**src/rtl/rvv_pkg.sv**
```systemverilog
// Shared encodings, types and helpers for the vector-op sequencer.
package rvv_pkg;

  localparam int VLEN       = 128;
  localparam int VLEN_BYTES = VLEN / 8;
  localparam int NREG       = 32;
  localparam int ALU_LAT    = 2;

  localparam logic [2:0] SEW8      = 3'd0;
  localparam logic [2:0] SEW16     = 3'd1;
  localparam logic [2:0] SEW32     = 3'd2;
  localparam logic [2:0] SEW64     = 3'd3;

  localparam logic [2:0] LMUL1     = 3'd0;
  localparam logic [2:0] LMUL2     = 3'd1;
  localparam logic [2:0] LMUL4     = 3'd2;
  localparam logic [2:0] LMUL8     = 3'd3;
  localparam logic [2:0] LMUL_RSVD = 3'd4;

  typedef enum logic [2:0] {IDLE, ISSUE, DRAIN, ERR, ZERO} state_t;

  // One beat travelling down the ID->EX pipeline towards writeback.
  typedef struct packed {
    logic                  last;
    logic [2:0]            idx;
    logic [VLEN_BYTES-1:0] be;
  } wb_beat_t;

  // Register group size G; fractional LMUL still occupies one register.
  function automatic logic [3:0] lmul_regs(input logic [2:0] enc);
    case (enc)
      LMUL2:   return 4'd2;
      LMUL4:   return 4'd4;
      LMUL8:   return 4'd8;
      default: return 4'd1;
    endcase
  endfunction

  // log2 of element size in bytes (only meaningful for legal encodings).
  function automatic logic [1:0] sew_shift(input logic [2:0] enc);
    return enc[1:0];
  endfunction

  // Byte enables for a partial final beat: low rem bytes written.
  function automatic logic [VLEN_BYTES-1:0] tail_be(input logic [3:0] rem);
    logic [VLEN_BYTES-1:0] be;
    be = '0;
    for (int i = 0; i < VLEN_BYTES; i++) be[i] = (4'(i) < rem);
    return be;
  endfunction

endpackage

```
**src/rtl/rvv_wb_delay.sv**
```systemverilog
// Fixed-latency delay line carrying issued beats to the writeback point.
module rvv_wb_delay
  import rvv_pkg::*;
#(
  parameter int STAGES = ALU_LAT
) (
  input  logic     clk,
  input  logic     rst,
  input  logic     vld_i,
  input  wb_beat_t beat_i,
  output logic     vld_o,
  output wb_beat_t beat_o
);

  logic [STAGES:1] vld_pipe;
  wb_beat_t        beat_pipe [STAGES:1];

  // Shift valid and beat payload one stage per cycle; reset drops in-flight beats.
  always_ff @(posedge clk) begin
    if (!rst) begin
      vld_pipe <= '0;
      for (int s = 1; s <= STAGES; s++) beat_pipe[s] <= '0;
    end else begin
      vld_pipe[1]  <= vld_i;
      beat_pipe[1] <= beat_i;
      for (int s = 2; s <= STAGES; s++) begin
        vld_pipe[s]  <= vld_pipe[s-1];
        beat_pipe[s] <= beat_pipe[s-1];
      end
    end
  end

  assign vld_o  = vld_pipe[STAGES];
  assign beat_o = beat_pipe[STAGES];

endmodule

```
**src/rtl/rvv_vop_sequencer.sv**
```systemverilog
// Splits one vector ALU instruction into per-register beats over its LMUL
// group, drives regfile reads / vALU operands, and times the writebacks.
module rvv_vop_sequencer
  import rvv_pkg::*;
(
  input  logic        clk,
  input  logic        rst,
  input  logic        in_valid,
  output logic        in_ready,
  input  logic [2:0]  in_op,
  input  logic [4:0]  in_vs1,
  input  logic [4:0]  in_vs2,
  input  logic [4:0]  in_vd,
  input  logic [31:0] in_scalar,
  input  logic [8:0]  vl,
  input  logic [6:0]  vtype,
  output logic [4:0]  raA,
  output logic [4:0]  raB,
  output logic [2:0]  valu_op,
  output logic [31:0] alu_scalar,
  output logic        wb_en,
  output logic [4:0]  wb_addr,
  output logic [15:0] wb_be,
  output logic        busy,
  output logic        done,
  output logic        err
);

  state_t      state_q;
  logic [2:0]  k_q;
  logic [3:0]  beats_q;
  logic [3:0]  rem_q;
  logic        tail_q;
  logic [4:0]  vd_q;
  logic [4:0]  raA_q, raB_q;
  logic [2:0]  op_q;
  logic [31:0] scalar_q;

  // Accept-time decode of vtype / vl / register alignment.
  logic [2:0]  sew_enc, lmul_enc;
  logic [3:0]  grp;
  logic [4:0]  gmask;
  logic        vt_ok, al_ok, capped;
  logic [11:0] bytes;
  logic [8:0]  nbeats;
  logic [3:0]  beats_d;
  logic        tail_d;

  assign sew_enc  = vtype[5:3];
  assign lmul_enc = vtype[2:0];
  assign grp      = lmul_regs(lmul_enc);
  assign gmask    = 5'(grp - 4'd1);
  assign vt_ok    = vtype[6] && (sew_enc <= SEW64) && (lmul_enc != LMUL_RSVD);
  assign al_ok    = ((in_vs1 | in_vs2 | in_vd) & gmask) == 5'd0;
  assign bytes    = {3'b000, vl} << sew_shift(sew_enc);
  assign nbeats   = 9'((13'(bytes) + 13'd15) >> 4);
  assign capped   = nbeats > {5'd0, grp};
  assign beats_d  = capped ? grp : nbeats[3:0];
  // When vl overruns the group the last beat is a full register, so the
  // tail mask only applies when the byte count actually ends inside it.
  assign tail_d   = !capped && (bytes[3:0] != 4'd0);

  // Beat currently being issued, fed into the writeback delay line.
  logic     issue_vld, issue_last;
  wb_beat_t beat_in;
  logic     wb_vld;
  wb_beat_t wb_beat;

  assign issue_vld  = (state_q == ISSUE);
  assign issue_last = ({1'b0, k_q} == (beats_q - 4'd1));

  // Assemble the per-beat writeback descriptor.
  always_comb begin
    beat_in      = '0;
    beat_in.last = issue_last;
    beat_in.idx  = k_q;
    beat_in.be   = (issue_last && tail_q) ? tail_be(rem_q) : '1;
  end

  rvv_wb_delay #(.STAGES(ALU_LAT)) u_wb_delay (
    .clk    (clk),
    .rst    (rst),
    .vld_i  (issue_vld),
    .beat_i (beat_in),
    .vld_o  (wb_vld),
    .beat_o (wb_beat)
  );

  // Sequencer FSM: latch on accept, step read addresses per beat, drain.
  always_ff @(posedge clk) begin
    if (!rst) begin
      state_q  <= IDLE;
      k_q      <= '0;
      beats_q  <= '0;
      rem_q    <= '0;
      tail_q   <= 1'b0;
      vd_q     <= '0;
      raA_q    <= '0;
      raB_q    <= '0;
      op_q     <= '0;
      scalar_q <= '0;
    end else begin
      case (state_q)
        IDLE: begin
          if (in_valid) begin
            op_q     <= in_op;
            scalar_q <= in_scalar;
            vd_q     <= in_vd;
            raA_q    <= in_vs2;
            raB_q    <= in_vs1;
            k_q      <= '0;
            beats_q  <= beats_d;
            rem_q    <= bytes[3:0];
            tail_q   <= tail_d;
            if (!vt_ok || !al_ok)    state_q <= ERR;
            else if (beats_d == 4'd0) state_q <= ZERO;
            else                      state_q <= ISSUE;
          end
        end
        ISSUE: begin
          if (issue_last) begin
            state_q <= DRAIN;
          end else begin
            k_q   <= k_q + 3'd1;
            raA_q <= raA_q + 5'd1;
            raB_q <= raB_q + 5'd1;
          end
        end
        DRAIN: begin
          if (wb_vld && wb_beat.last) state_q <= IDLE;
        end
        default: state_q <= IDLE;
      endcase
    end
  end

  assign in_ready   = (state_q == IDLE);
  assign busy       = (state_q != IDLE);
  assign err        = (state_q == ERR);
  assign done       = (state_q == ZERO) || (wb_vld && wb_beat.last);
  assign raA        = raA_q;
  assign raB        = raB_q;
  assign valu_op    = op_q;
  assign alu_scalar = scalar_q;
  assign wb_en      = wb_vld;
  assign wb_addr    = wb_vld ? (vd_q + {2'b00, wb_beat.idx}) : 5'd0;
  assign wb_be      = wb_vld ? wb_beat.be : 16'd0;

endmodule
```
**config.mk**
```make
export PLATFORM = sky130hd
export DESIGN_NAME = rvv_vop_sequencer
export DESIGN_NICKNAME = d
export VERILOG_FILES = /design/src/rtl/rvv_pkg.sv /design/src/rtl/rvv_wb_delay.sv /design/src/rtl/rvv_vop_sequencer.sv
export SDC_FILE = /design/constraint.sdc
export NUM_CORES = 1
export LEC_CHECK = 0
export ABC_AREA = 0
export BUFFER_PORTS_ARGS = -buffer_cell sky130_fd_sc_hd__buf_2
export CAP_MARGIN = 20
export CORE_MARGIN = 4
export CORE_UTILIZATION = 50
export CTS_CLUSTER_SIZE = 24
export DETAILED_ROUTE_END_ITERATION = 8
export GPL_TIMING_DRIVEN = 0
export PLACE_DENSITY = 0.87
export SLEW_MARGIN = 20
export SYNTH_ARGS = -nofsm -noshare
export SYNTH_HDL_FRONTEND = slang
export SYNTH_SLANG_ARGS = --single-unit
```
**constraint.sdc**
```tcl
create_clock -name clk -period 3.11 [get_ports clk]
set_clock_uncertainty 0.05 [all_clocks]
set_input_delay 0.1555 -clock clk [delete_from_list [all_inputs] [get_ports clk]]
set_output_delay 0.1555 -clock clk [all_outputs]
set_load 0.1 [all_outputs]
```
## Word level (Yosys, flattened, before mapping)

Memories as Yosys holds them, arrays and structs flattened.
Index checks and enable logic that the tools add are counted.

- Add/sub/neg operators: 7
- Magnitude comparators: 18
- Equality and inequality tests: 13
- Shift-type cells: 1
- Mux-type cells: 24
- Bitwise operators: 5
- Reduce and logical (&&, ||, !) cells: 19

Operators by type and width:

| kind | number |
|---|---|
| $mux W20 | 2 |
| $lt A4 B4 Y1 const A | 8 |
| $mux W16 | 2 |
| $mux W5 | 5 |
| $mux W3 | 7 |
| $pmux W5 S2 | 2 |
| $lt A3 B4 Y1 const A | 4 |
| $add A12 B4 Y13 const B | 1 |
| $eq A3 B2 Y1 const B | 4 |
| $pmux W4 S3 | 1 |
| $shl A9 B2 Y12 | 1 |
| $add A5 B1 Y5 const B | 2 |
| $or A5 B5 Y5 | 2 |
| $gt A9 B4 Y1 | 1 |
| $pmux W3 S3 | 1 |
| $lt A1 B4 Y1 const A | 2 |
| $lt A2 B4 Y1 const A | 2 |
| $ne A2 B2 Y1 const B | 4 |
| $eq A3 B1 Y1 const B | 2 |
| $pmux W3 S2 | 1 |
| $reduce_and A3 Y1 | 2 |
| $add A5 B3 Y5 | 1 |
| $and A5 B5 Y5 | 1 |
| $logic_and A1 B1 Y1 | 5 |
| 19 further kinds | 24 |

- Flip-flop bits (word level): 67
- Bits in writable memories: 40
- Output and inout bits: 71
- Logic and storage cells: 99
- Memories: 1

Memory list:

| name | depth | bits a word | read ports | clocked after Yosys merged registers in | wr ports | RTL line | source |
|---|---|---|---|---|---|---|---|
| u_wb_delay.beat_pipe | 2 | 20 | 2 | 0 | 2 | rvv_wb_delay.sv:16 | `wb_beat_t beat_pipe [STAGES:1];` |

## Depth between registers and ports, before layout

Gate-level depths: netlist of the first run.

- Depth in word-level cells: 10
- Gate-level depth with buffers: 15
- Gate-level depth less buffers: 12

## Hierarchy

From an unflattened synthesis of the first run, not the netlist that was laid out.

- Cell total of the unflattened synthesis: 552
- Area, all modules: 4,828.4 sq um

Modules (own cells, without submodules):

| module | instances | cells an instance | area an instance (sq um) |
|---|---|---|---|
| rvv_vop_sequencer | 1 | 464 | 3,652.3 |
| rvv_wb_delay | 1 | 88 | 1,176.1 |

## Worst setup path before layout of the first run

No wires, ideal clock.

- Path kind: register -> output
- From: register state_q[0]
- To: output busy
- Arrival time: 3,821 ps
- Required time: 2,904 ps
- Path slack: -916 ps
- Stages on the path, launching flop included: 3
- Path buffers: 0
- Path through: dfxtp_1 -> nor3_1 -> inv_1

- Word-level cells in the longest chain between the ends: 1

Ends and longest elaborated chain:

| element | RTL line | source |
|---|---|---|
| start: declaration | rvv_vop_sequencer.sv:29 | `state_t state_q;` |
| start signal: assignment | rvv_vop_sequencer.sv:92 | `state_q <= IDLE;` |
| start signal: assignment | rvv_vop_sequencer.sv:115 | `if (!vt_ok \|\| !al_ok) state_q <= ERR;` |
| start signal: assignment | rvv_vop_sequencer.sv:116 | `else if (beats_d == 4'd0) state_q <= ZERO;` |
| $reduce_bool A3 Y1 | rvv_vop_sequencer.sv:138 | `assign busy = (state_q != IDLE);` |
| end: declaration | rvv_vop_sequencer.sv:24 | `output logic busy,` |

No other way between the ends.

## Final worst setup path of the first run

- From: register k_q[0]
- To: register k_q[0]

- Word-level cells in the longest chain between the ends: 3
- Elaborated cells between the ends (all ways): 6
- Those cells by class: add/sub (1); eq/ne (2); mux (2); reduce/logical (1)

Ends and longest elaborated chain:

| element | RTL line | source |
|---|---|---|
| start: declaration | rvv_vop_sequencer.sv:30 | `logic [2:0] k_q;` |
| start signal: assignment | rvv_vop_sequencer.sv:124 | `k_q <= k_q + 3'd1;` |
| $add A3 B1 Y3 or $eq A3 B4 Y1 (tied branches) | rvv_vop_sequencer.sv:124, rvv_vop_sequencer.sv:70 |  |
| $mux W3 or $ne A2 B2 Y1 (tied branches) | n/a |  |
| $pmux W3 S2 or $reduce_and A3 Y1 (tied branches) | n/a |  |

Parallel ways exist; a longest one is shown, timed or not. The select of a mux whose other input is x is not followed.
A chain may end at the register's enable or synchronous reset.

==> flow_metrics.py, run 1 <==
metrics = {
    "outcome": {
        "outcome": "finished, final reports clean",
    },
    "synthesis": {
        "synth_area_leader_cell": "dfxtp_1",
        "yosys_warnings": 0,
        "ys_seq_area_share_pct": 44.51,
        "ys_seq_elements": 107,
        "synthTopCellsByArea": "dfxtp_1, nand2_1, a21oi_1, and2_1, o21ai_0",
        "synth-async-reset-ratio_pct": 0,
        "ys_types": 53,
        "synth_area_per_cell_um2": 8.101,
        "netlist.area_leader.share_pct": 44.51,
        "synth-main-ff-cell": "dfxtp_1",
        "yosysMostFrequentCell": "nand2_1",
        "netlist_area_mm2": 0.004812,
        "synth_edf_count": 0,
        "synthTopCellsByCount": "nand2_1, dfxtp_1, a21oi_1",
        "synthesis.nets": 675,
        "syn_inst": 594,
    },
    "floorplan": {
        "die-area_mm2": 0.01126,
        "dieWidth_um": 106.1,
        "fp.dieH_um": 106.1,
        "coreArea_mm2": 0.009284,
        "rows": 35,
        "io_pins": 140,
        "start_util_pct": 51.83,
    },
    "final_layout": {
        "nNetsFinal": 861,
        "layout-drive-gt1-share_pct": 20.89,
        "syn_to_final_growth_pct": 29.95,
        "stdcell_count": 915,
        "final_util_pct": 67.36,
    },
    "cts": {
        "insertion_delay_ps": 390,
        "cts-root-buf": "clkbuf_8",
        "cts_sinks": 107,
        "cts_buffers": 9,
        "cts_tree": "done",
        "clockBufferDepth": 2,
        "cts_setup_buffers": 0,
        "ctsHtreeMaxLevel": 3,
        "clk_pin_slew_worst_paths_ps": 120,
    },
    "sta": {
        "fin_crit_ps": 2756,
        "fmax_mhz": 362.9,
        "slew-limit-headroom_pct": 43.93,
        "drv_slew": 0,
        "fin_crit_sh_pct": 88.61,
        "tightestPinTransition_ps": 834.6,
        "finalSetupTns_ps": 0,
        "rsz0062_at_grt": "false",
        "finalHoldViolCount": 0,
        "setup_violations": 0,
    },
    "global_route": {
        "grt_pass1_wl_mm": 24.54,
        "grt_max_degree": 19,
        "overflow": 0,
        "grt_pass1_vias": 5237,
        "track_usage_pct": 26.79,
        "antenna_found_initial": 1,
    },
    "drt": {
        "post_drt_wl_per_cell_um": 16.40,
        "wirelength_mm": 15.01,
        "antenna_left": 0,
        "vias": 5116,
        "vias_per_cell": 5.591,
        "dr.pass1.iters": 5,
        "drc": 0,
        "initialDrtViolationCount": 456,
    },
    "worst_setup_path": {
        "path_class": "register to register",
        "startpoint": "k_q[0]",
        "slowest_stage": "nor3_1",
        "end_kind": "register",
        "crit_top_cell": "o21ai_0",
        "required_ps": 3350,
        "worstPathCellList": "o21ai_0, mux2i_1, a21oi_1, nor3_1, o21ai_0, clkbuf_1, xnor2_1, nor2_1",
        "cp_max_fo": 10,
        "r2r_start": "k_q[0]",
        "crit_path_max_incr_delay_ps": 660,
        "worst_ep_arrival_time_ps": 3000,
        "start_kind": "register",
    },
    "min_path": {
        "min_path_type": "input pin to register",
        "worstHoldStart": "in_vs2[1]",
    },
    "power_and_ir_drop": {
        "p_leak_nw": 2.816,
        "ir_worst_vdd_mv": 0.3728,
        "p_per_area_mw_per_mm2": 583.6,
    },
    "placement": {
        "hpwlAfterDp_mm": 9.533,
        "io_buffers": 135,
        "placedCellCount": 858,
        "place.gp.congestion": 0.8589,
    },
    "job": {
        "maxCapViolCount": 0,
    },
}
## metrics by stage
stage	hold slack, ps	cell area [um2]	worst slack, ps	total power, mW
after global routing	13.07	6254	162.2	3.787
final	4.377	6254	354.2	3.650
after global placement	346.7	5654	83.34	2.691
after detailed placement	350.0	5654	54.49	2.722
after CTS	2.008	6251	416.3	3.593
after floorplan	241.5	4817	292.4	2.479
## state kept, by name, indices dropped and copies added, names as in the netlist, 4 cells and up
signal and cells:
raA 5, u_wb_delay.beat_pipe 40, raB 5, beats_q 4, rem_q 4, vd_q 5, alu_scalar 32
## final cells by class
type,count,area [um2]
Tap cell,129,161.4
Fill cell,745,3030
Buffer,43,190.2
Clock buffer,11,151.4
Clock inverter,5,45.04
Timing Repair Buffer,175,1076
Antenna cell,1,2.502
Multi-Input combinational cell,432,2440
Sequential cell,107,2142
Inverter,12,45.04
## path summary, 6_finish.rpt
kind | to | slack, ps | cells after the start
max | k_q[0] | 350 | 8
min | raA[1] | 4 | 3
max reg2reg | k_q[0] | 350 | 8
min reg2reg | u_wb_delay.beat_pipe[2][4] | 390 | 1
## metal layers
metal	global-route usage [%]	vias to the layer above	share of wire, %
met5	0	-	0
met4	18.50	0	6.7
met3	5.525	92	7.3
met2	45.84	298	49
met1	29.66	2334	37
li1	-	2392	-
## cell families (layout without fill, tap and decap cells)
group	Yosys count	count (layout)	share of synthesized area [%]
buf+inv	55	246	4.888
other cells	0	1	0
fa+ha+maj	12	12	3.276
simple gates	256	256	25.40
flops	107	107	44.51
compound gates	140	140	17.08
xor+xnor	11	11	2.002
mux	13	13	2.834
## timing repair
item,CTS,global route
hold buffers,40,0
endpoints found under the hold margin,40,0
resized for setup,0,0
## cell usage in the layout (no fill, tap or decap), types with 3 or more instances in the layout
| cell type | count |
|---|---|
| a211oi_1 | 8 |
| a21o_1 | 5 |
| a21oi_1 | 63 |
| a31oi_1 | 10 |
| and2_1 | 47 |
| buf_2 | 137 |
| buf_6 | 3 |
| clkbuf_1 | 36 |
| clkbuf_8 | 11 |
| dfxtp_1 | 107 |
| dlygate4sd3_1 | 40 |
| ha_1 | 11 |
| inv_1 | 11 |
| mux2i_1 | 11 |
| nand2_1 | 126 |
| nand2b_1 | 5 |
| nand3_1 | 8 |
| nand3b_1 | 3 |
| nand4_1 | 10 |
| nand4b_1 | 3 |
| nor2_1 | 25 |
| nor2b_1 | 4 |
| nor3_1 | 10 |
| nor4_1 | 4 |
| o21a_1 | 3 |
| o21ai_0 | 32 |
| or3_1 | 3 |
| xnor2_1 | 9 |
## report_power, final
group	leakage [nW]	internal (mW)	switching, mW
clock	0.0981	0.348	0.524
combinational	1.84	0.299	0.911
sequential	0.882	1.48	0.0843
total	2.82	2.13	1.52
## worst max-delay path, delay by kind of cell, from the launching register on
family                    cells  cell delay [ps]
xor gates and xnor gates      1              250
AOI/OAI and AO/OA             3              590
buffers and inverters         1              320
and+or+nand+nor               2              730
muxes                         1              220
DFF                           1              480
No activity file was read; power rests on OpenSTA's default activity.
==> inputs of run 2 (changes only) <==
- PLACE_DENSITY: 0.87 -> default
- PLACE_DENSITY_LB_ADDON: default -> 0.3
==> flow_metrics.py, run 2 (synthesis results as in run 1) <==
metrics = {
    "outcome": {
        "outcome": "finished, final reports clean",
    },
    "sta": {
        "setup_violations": 0,
        "fin_crit_ps": 2761,
        "rsz0062_at_grt": "false",
        "fmax_mhz": 362.2,
        "worst_slack_ps": 349.2,
        "fin_crit_sh_pct": 88.77,
        "holdWs_ps": 14.90,
        "slew-limit-headroom_pct": 43.22,
        "tightestPinTransition_ps": 845.2,
        "drv_slew": 0,
        "finalHoldViolCount": 0,
        "finalSetupTns_ps": 0,
    },
    "power_and_ir_drop": {
        "p_per_area_mw_per_mm2": 585.5,
        "p_leak_nw": 2.812,
        "fin_total_pwr_mw": 3.655,
        "ir_worst_vdd_mv": 0.3862,
    },
    "worst_setup_path": {
        "critPathTopFamily": "simple AND/OR/NAND/NOR gates",
        "end_kind": "register",
        "required_ps": 3330,
        "slowest_stage": "nor3_1",
        "start_kind": "register",
        "rrSetupSlack_ps": 350,
        "cp_max_fo": 10,
        "path_class": "register to register",
        "crit_path_max_incr_delay_ps": 700,
        "worstPathCellList": "inv_1, ha_1, xnor2_1, xnor2_1, nor3_1, o21ai_0, clkbuf_1, a311oi_1",
        "worst_ep_arrival_time_ps": 2980,
        "cp_num_buf_inv": 2,
        "crit_top_cell": "xnor2_1",
    },
    "floorplan": {
        "fp.dieH_um": 106.1,
        "coreArea_mm2": 0.009284,
        "io_pins": 140,
        "rows": 35,
        "start_util_pct": 51.83,
        "dieWidth_um": 106.1,
        "die-area_mm2": 0.01126,
    },
    "drt": {
        "post_drt_wl_per_cell_um": 14.15,
        "antenna_left": 0,
        "initialDrtViolationCount": 387,
        "vias": 4815,
        "vias_per_cell": 5.285,
        "wirelength_mm": 12.89,
        "dr.pass1.iters": 6,
        "drc": 0,
    },
    "cts": {
        "post_cts_resized": 0,
        "cts-root-buf": "clkbuf_8",
        "clk_pin_slew_worst_paths_ps": 110,
        "cts_sinks": 107,
        "cts_tree": "done",
        "postCtsHoldBufs": 37,
        "cts_buffers": 9,
        "clockBufferDepth": 2,
        "insertion_delay_ps": 370,
        "ctsHtreeMaxLevel": 3,
        "cts_setup_buffers": 0,
    },
    "final_layout": {
        "largest_register_ffs": 40,
        "layout-drive-gt1-share_pct": 20.97,
        "final_util_pct": 67.24,
        "final_cell_mix": "buf_2, nand2_1, dfxtp_1, a21oi_1, and2_1",
        "nNetsFinal": 858,
        "diodes": 0,
        "stdcell_count": 911,
        "fill_cells": 814,
        "layout_commonest_cell": "buf_2",
        "top_register": "u_wb_delay.beat_pipe",
        "final_cell_area_mm2": 0.006242,
        "syn_to_final_growth_pct": 29.72,
    },
    "global_route": {
        "track_usage_pct": 23.06,
        "grt_pass1_vias": 4723,
        "grt_max_degree": 21,
        "overflow": 0,
        "antenna_found_initial": 0,
        "grt_pass1_wl_mm": 21.51,
    },
    "placement": {
        "hpwlAfterDp_mm": 9.218,
        "placedCellCount": 858,
        "placed_area_mm2": 0.005654,
        "io_buffers": 135,
        "place_ws_ps": 40.98,
        "place.gp.congestion": 0.8647,
    },
    "job": {
        "maxCapViolCount": 0,
    },
    "min_path": {
        "min_path_type": "input pin to register",
    },
}
==> run 2: cell types whose count changed in the layout (fill, tap and decap cells not counted) <==
cell           previous run  this run
bufinv_16                 0         1
clkinv_4                  2         0
inv_8                     1         2
clkinv_8                  0         1
clkbuf_8                 11         9
dlygate4sd3_1            40        37
diode_2                   1         0
inv_6                     1         2
==> run 2: worst paths after layout <==
| path | start | cells past startpoint | end |
|---|---|---|---|
| worst max-delay path | beats_q[1] | 8 | raB[1] |
| worst min register to register | u_wb_delay.beat_pipe[1][7] | 1 | u_wb_delay.beat_pipe[2][7] |
| worst min-delay path | in_vd[2] | 3 | vd_q[2] |
| worst max register to register | beats_q[1] | 8 | raB[1] |
==> run 2: metal layers <==
metal | track usage [%] | share of wire [%]
met4 | 9.436 | 3.6
met5 | 0 | 0
met1 | 28.48 | 41
met2 | 39.19 | 48
met3 | 4.614 | 7.1
==> run 2: layout make-up <==
type,instances,area [um2],area share (%)
multi-input cells,432,2440,39.09
flip-flops and latches,107,2142,34.32
repair buffers,172,1046,16.76
plain buffers,43,190.2,3.047
well taps,129,161.4,2.586
clock buffers,9,123.9,1.984
clock inverters,7,93.84,1.503
inverters,12,45.04,0.7216
==> run 2: report_power, final <==
part / switching [mW] / leakage (nW) / internal (mW) / total, mW
logic: 0.889 / 1.82 / 0.296 / 1.18
clock network: 0.515 / 0.107 / 0.396 / 0.911
registers: 0.0755 / 0.882 / 1.48 / 1.56
total: 1.48 / 2.81 / 2.18 / 3.66
==> run 2: worst register-to-register path, delay by kind of cell (launching register included) <==
family                     cells  cell delay, ps
and+or+nand+nor                1             700
AOI/OAI and AO/OA              2             620
DFF                            1             420
buffers and inverters          2             390
xor gates and xnor gates       2             290
adders and majority gates      1             200
==> inputs of run 3 (changes only) <==
- ABC_CLOCK_PERIOD_IN_PS: default -> 3110
- CORE_UTILIZATION: 50 -> 52
==> flow_metrics.py, run 3 (synthesis results as in run 1) <==
metrics = {
    "power_and_ir_drop": {
        "power_frac_seq_pct": 44.1,
        "p_leak_nw": 2.794,
        "p_clk_share_pct": 22.4,
        "p_sw_share_pct": 41.18,
        "p_per_area_mw_per_mm2": 573.1,
        "internal_power_mw": 2.082,
        "combPwrFrac_pct": 33.5,
        "power.switching_mw": 1.458,
        "ir_worst_vdd_mv": 0.3942,
    },
    "final_layout": {
        "stdcell_count": 890,
        "syn_to_final_growth_pct": 28.34,
        "layout_commonest_cell": "buf_2",
        "final_util_pct": 69.80,
        "nNetsFinal": 858,
        "final_cell_mix": "buf_2, nand2_1, dfxtp_1, a21oi_1, and2_1",
        "largest_register_ffs": 40,
        "top_register": "u_wb_delay.beat_pipe",
        "layout-drive-gt1-share_pct": 20.84,
        "diodes": 0,
    },
    "sta": {
        "rsz0062_at_grt": "false",
        "slew-limit-headroom_pct": 42.24,
        "worst_slack_ps": 369.2,
        "fin_crit_ps": 2741,
        "finalHoldViolCount": 0,
        "drv_slew": 0,
        "fin_crit_sh_pct": 88.13,
        "setup_violations": 0,
        "fmax_mhz": 364.9,
        "tightestPinTransition_ps": 859.7,
    },
    "floorplan": {
        "dieWidth_um": 104.2,
        "coreArea_mm2": 0.008848,
        "start_util_pct": 54.38,
        "io_pins": 140,
        "rows": 34,
        "die-area_mm2": 0.01086,
        "fp.dieH_um": 104.2,
    },
    "min_path": {
        "min_path_type": "input pin to register",
        "worstHoldStart": "in_vs1[0]",
        "hold-path-cell-count": 3,
        "min_to": "raB[0]",
    },
    "worst_setup_path": {
        "rrSetupSlack_ps": 420,
        "end_kind": "register",
        "worst_ep_arrival_time_ps": 2970,
        "start_kind": "input pin",
        "regToRegEndpoint": "u_wb_delay.beat_pipe[1][0]",
        "path_class": "input pin to register",
        "cp_max_fo": 10,
        "ff2ff_path_depth": 9,
        "r2r_start": "beats_q[0]",
        "required_ps": 3340,
    },
    "drt": {
        "wirelength_mm": 13.24,
        "post_drt_wl_per_cell_um": 14.87,
        "initialDrtViolationCount": 345,
        "vias": 4893,
        "vias_per_cell": 5.498,
        "dr.pass1.iters": 5,
        "drc": 0,
        "antenna_left": 0,
    },
    "placement": {
        "hpwlAfterDp_mm": 9.195,
        "io_buffers": 135,
        "place_ws_ps": -16.38,
        "placedCellCount": 837,
        "place.gp.congestion": 0.8789,
    },
    "global_route": {
        "grt_pass1_vias": 4687,
        "grt_pass1_wl_mm": 21.57,
        "overflow": 0,
        "track_usage_pct": 23.84,
        "antenna_found_initial": 0,
        "grt_max_degree": 19,
    },
    "cts": {
        "ctsHtreeMaxLevel": 3,
        "cts_sinks": 107,
        "cts-root-buf": "clkbuf_8",
        "cts_tree": "done",
        "clk_pin_slew_worst_paths_ps": 110,
        "insertion_delay_ps": 370,
        "cts_buffers": 9,
        "clockBufferDepth": 2,
    },
    "job": {
        "maxCapViolCount": 0,
    },
    "outcome": {
        "outcome": "finished, final reports clean",
    },
}
==> run 3: cell types whose count changed in the layout (fill, tap and decap cells not counted), sizes merged <==
| cell | before | now |
|---|---|---|
| bufinv | 1 | 0 |
| clkinv | 1 | 3 |
| inv | 16 | 14 |
| clkbuf | 45 | 46 |
==> run 3: worst max path at each step <==
| stage | to | start | depth (start not counted) |
|---|---|---|---|
| floorplan | k_q[0] | state_q[2] | 6 |
| global placement | state_q[0] | vtype[4] | 15 |
| detailed placement | state_q[2] | vtype[4] | 15 |
| CTS | state_q[2] | vtype[4] | 15 |
| global route | state_q[2] | vtype[4] | 15 |
| finish | state_q[2] | vtype[4] | 15 |
==> run 3: what timing repair did <==
item,CTS,global route
buffers inserted,0,0
resized for setup,0,0
hold endpoints to repair,37,0
hold buffers,37,0
==> run 3: power by group through the flow <==
| stage | sequential (mW) | combinational, mW | clock (mW) |
|---|---|---|---|
| floorplan | 1.99 | 0.486 | 0 |
| global placement | 1.58 | 1.11 | 0 |
| detailed placement | 1.59 | 1.13 | 0 |
| CTS | 1.56 | 1.17 | 0.789 |
| global route | 1.57 | 1.27 | 0.845 |
| finish | 1.56 | 1.19 | 0.793 |
==> run 3: per-layer routing <==
metal / track usage (%) / share of wire [%] / vias up
li1: - / - / 2397
met5: 0 / 0 / -
met3: 6.207 / 7.5 / 53
met1: 27.63 / 40 / 2229
met4: 11.97 / 4.1 / 0
met2: 40.62 / 48 / 214
==> run 3: layout make-up <==
cell class,instances,area (um2)
fill,696,2673
multi-input combinational,432,2440
sequential,107,2142
timing repair buffer,172,1046
buffer,43,190.2
tap,108,135.1
clock buffer,10,127.6
clock inverter,6,50.05
inverter,12,45.04
==> run 3: critical path, cell delays in order <==
cell	delay [ps]
buf_6	110
buf_4	170
mux2i_1	140
mux2i_1	290
o21ai_0	240
nand2b_1	210
xnor2_1	250
ha_1	290
nand2_1	70
o21ai_0	70
a221oi_1	300
o211a_1	210
buf_6	130
nand4b_1	140
nor3_1	200
==> run 3: stage by stage <==
stage	TNS [ps]	power [mW]	hold WS (ps)	area, um2
2_1_floorplan	0	2.479	241.5	4817
3_3_place_gp	0	2.692	346.4	5628
3_5_place_dp	-16.38	2.721	350.9	5628
4_1_cts	0	3.518	0.2145	6176
5_1_grt	0	3.686	1.555	6176
6_report	0	3.539	2.382	6176
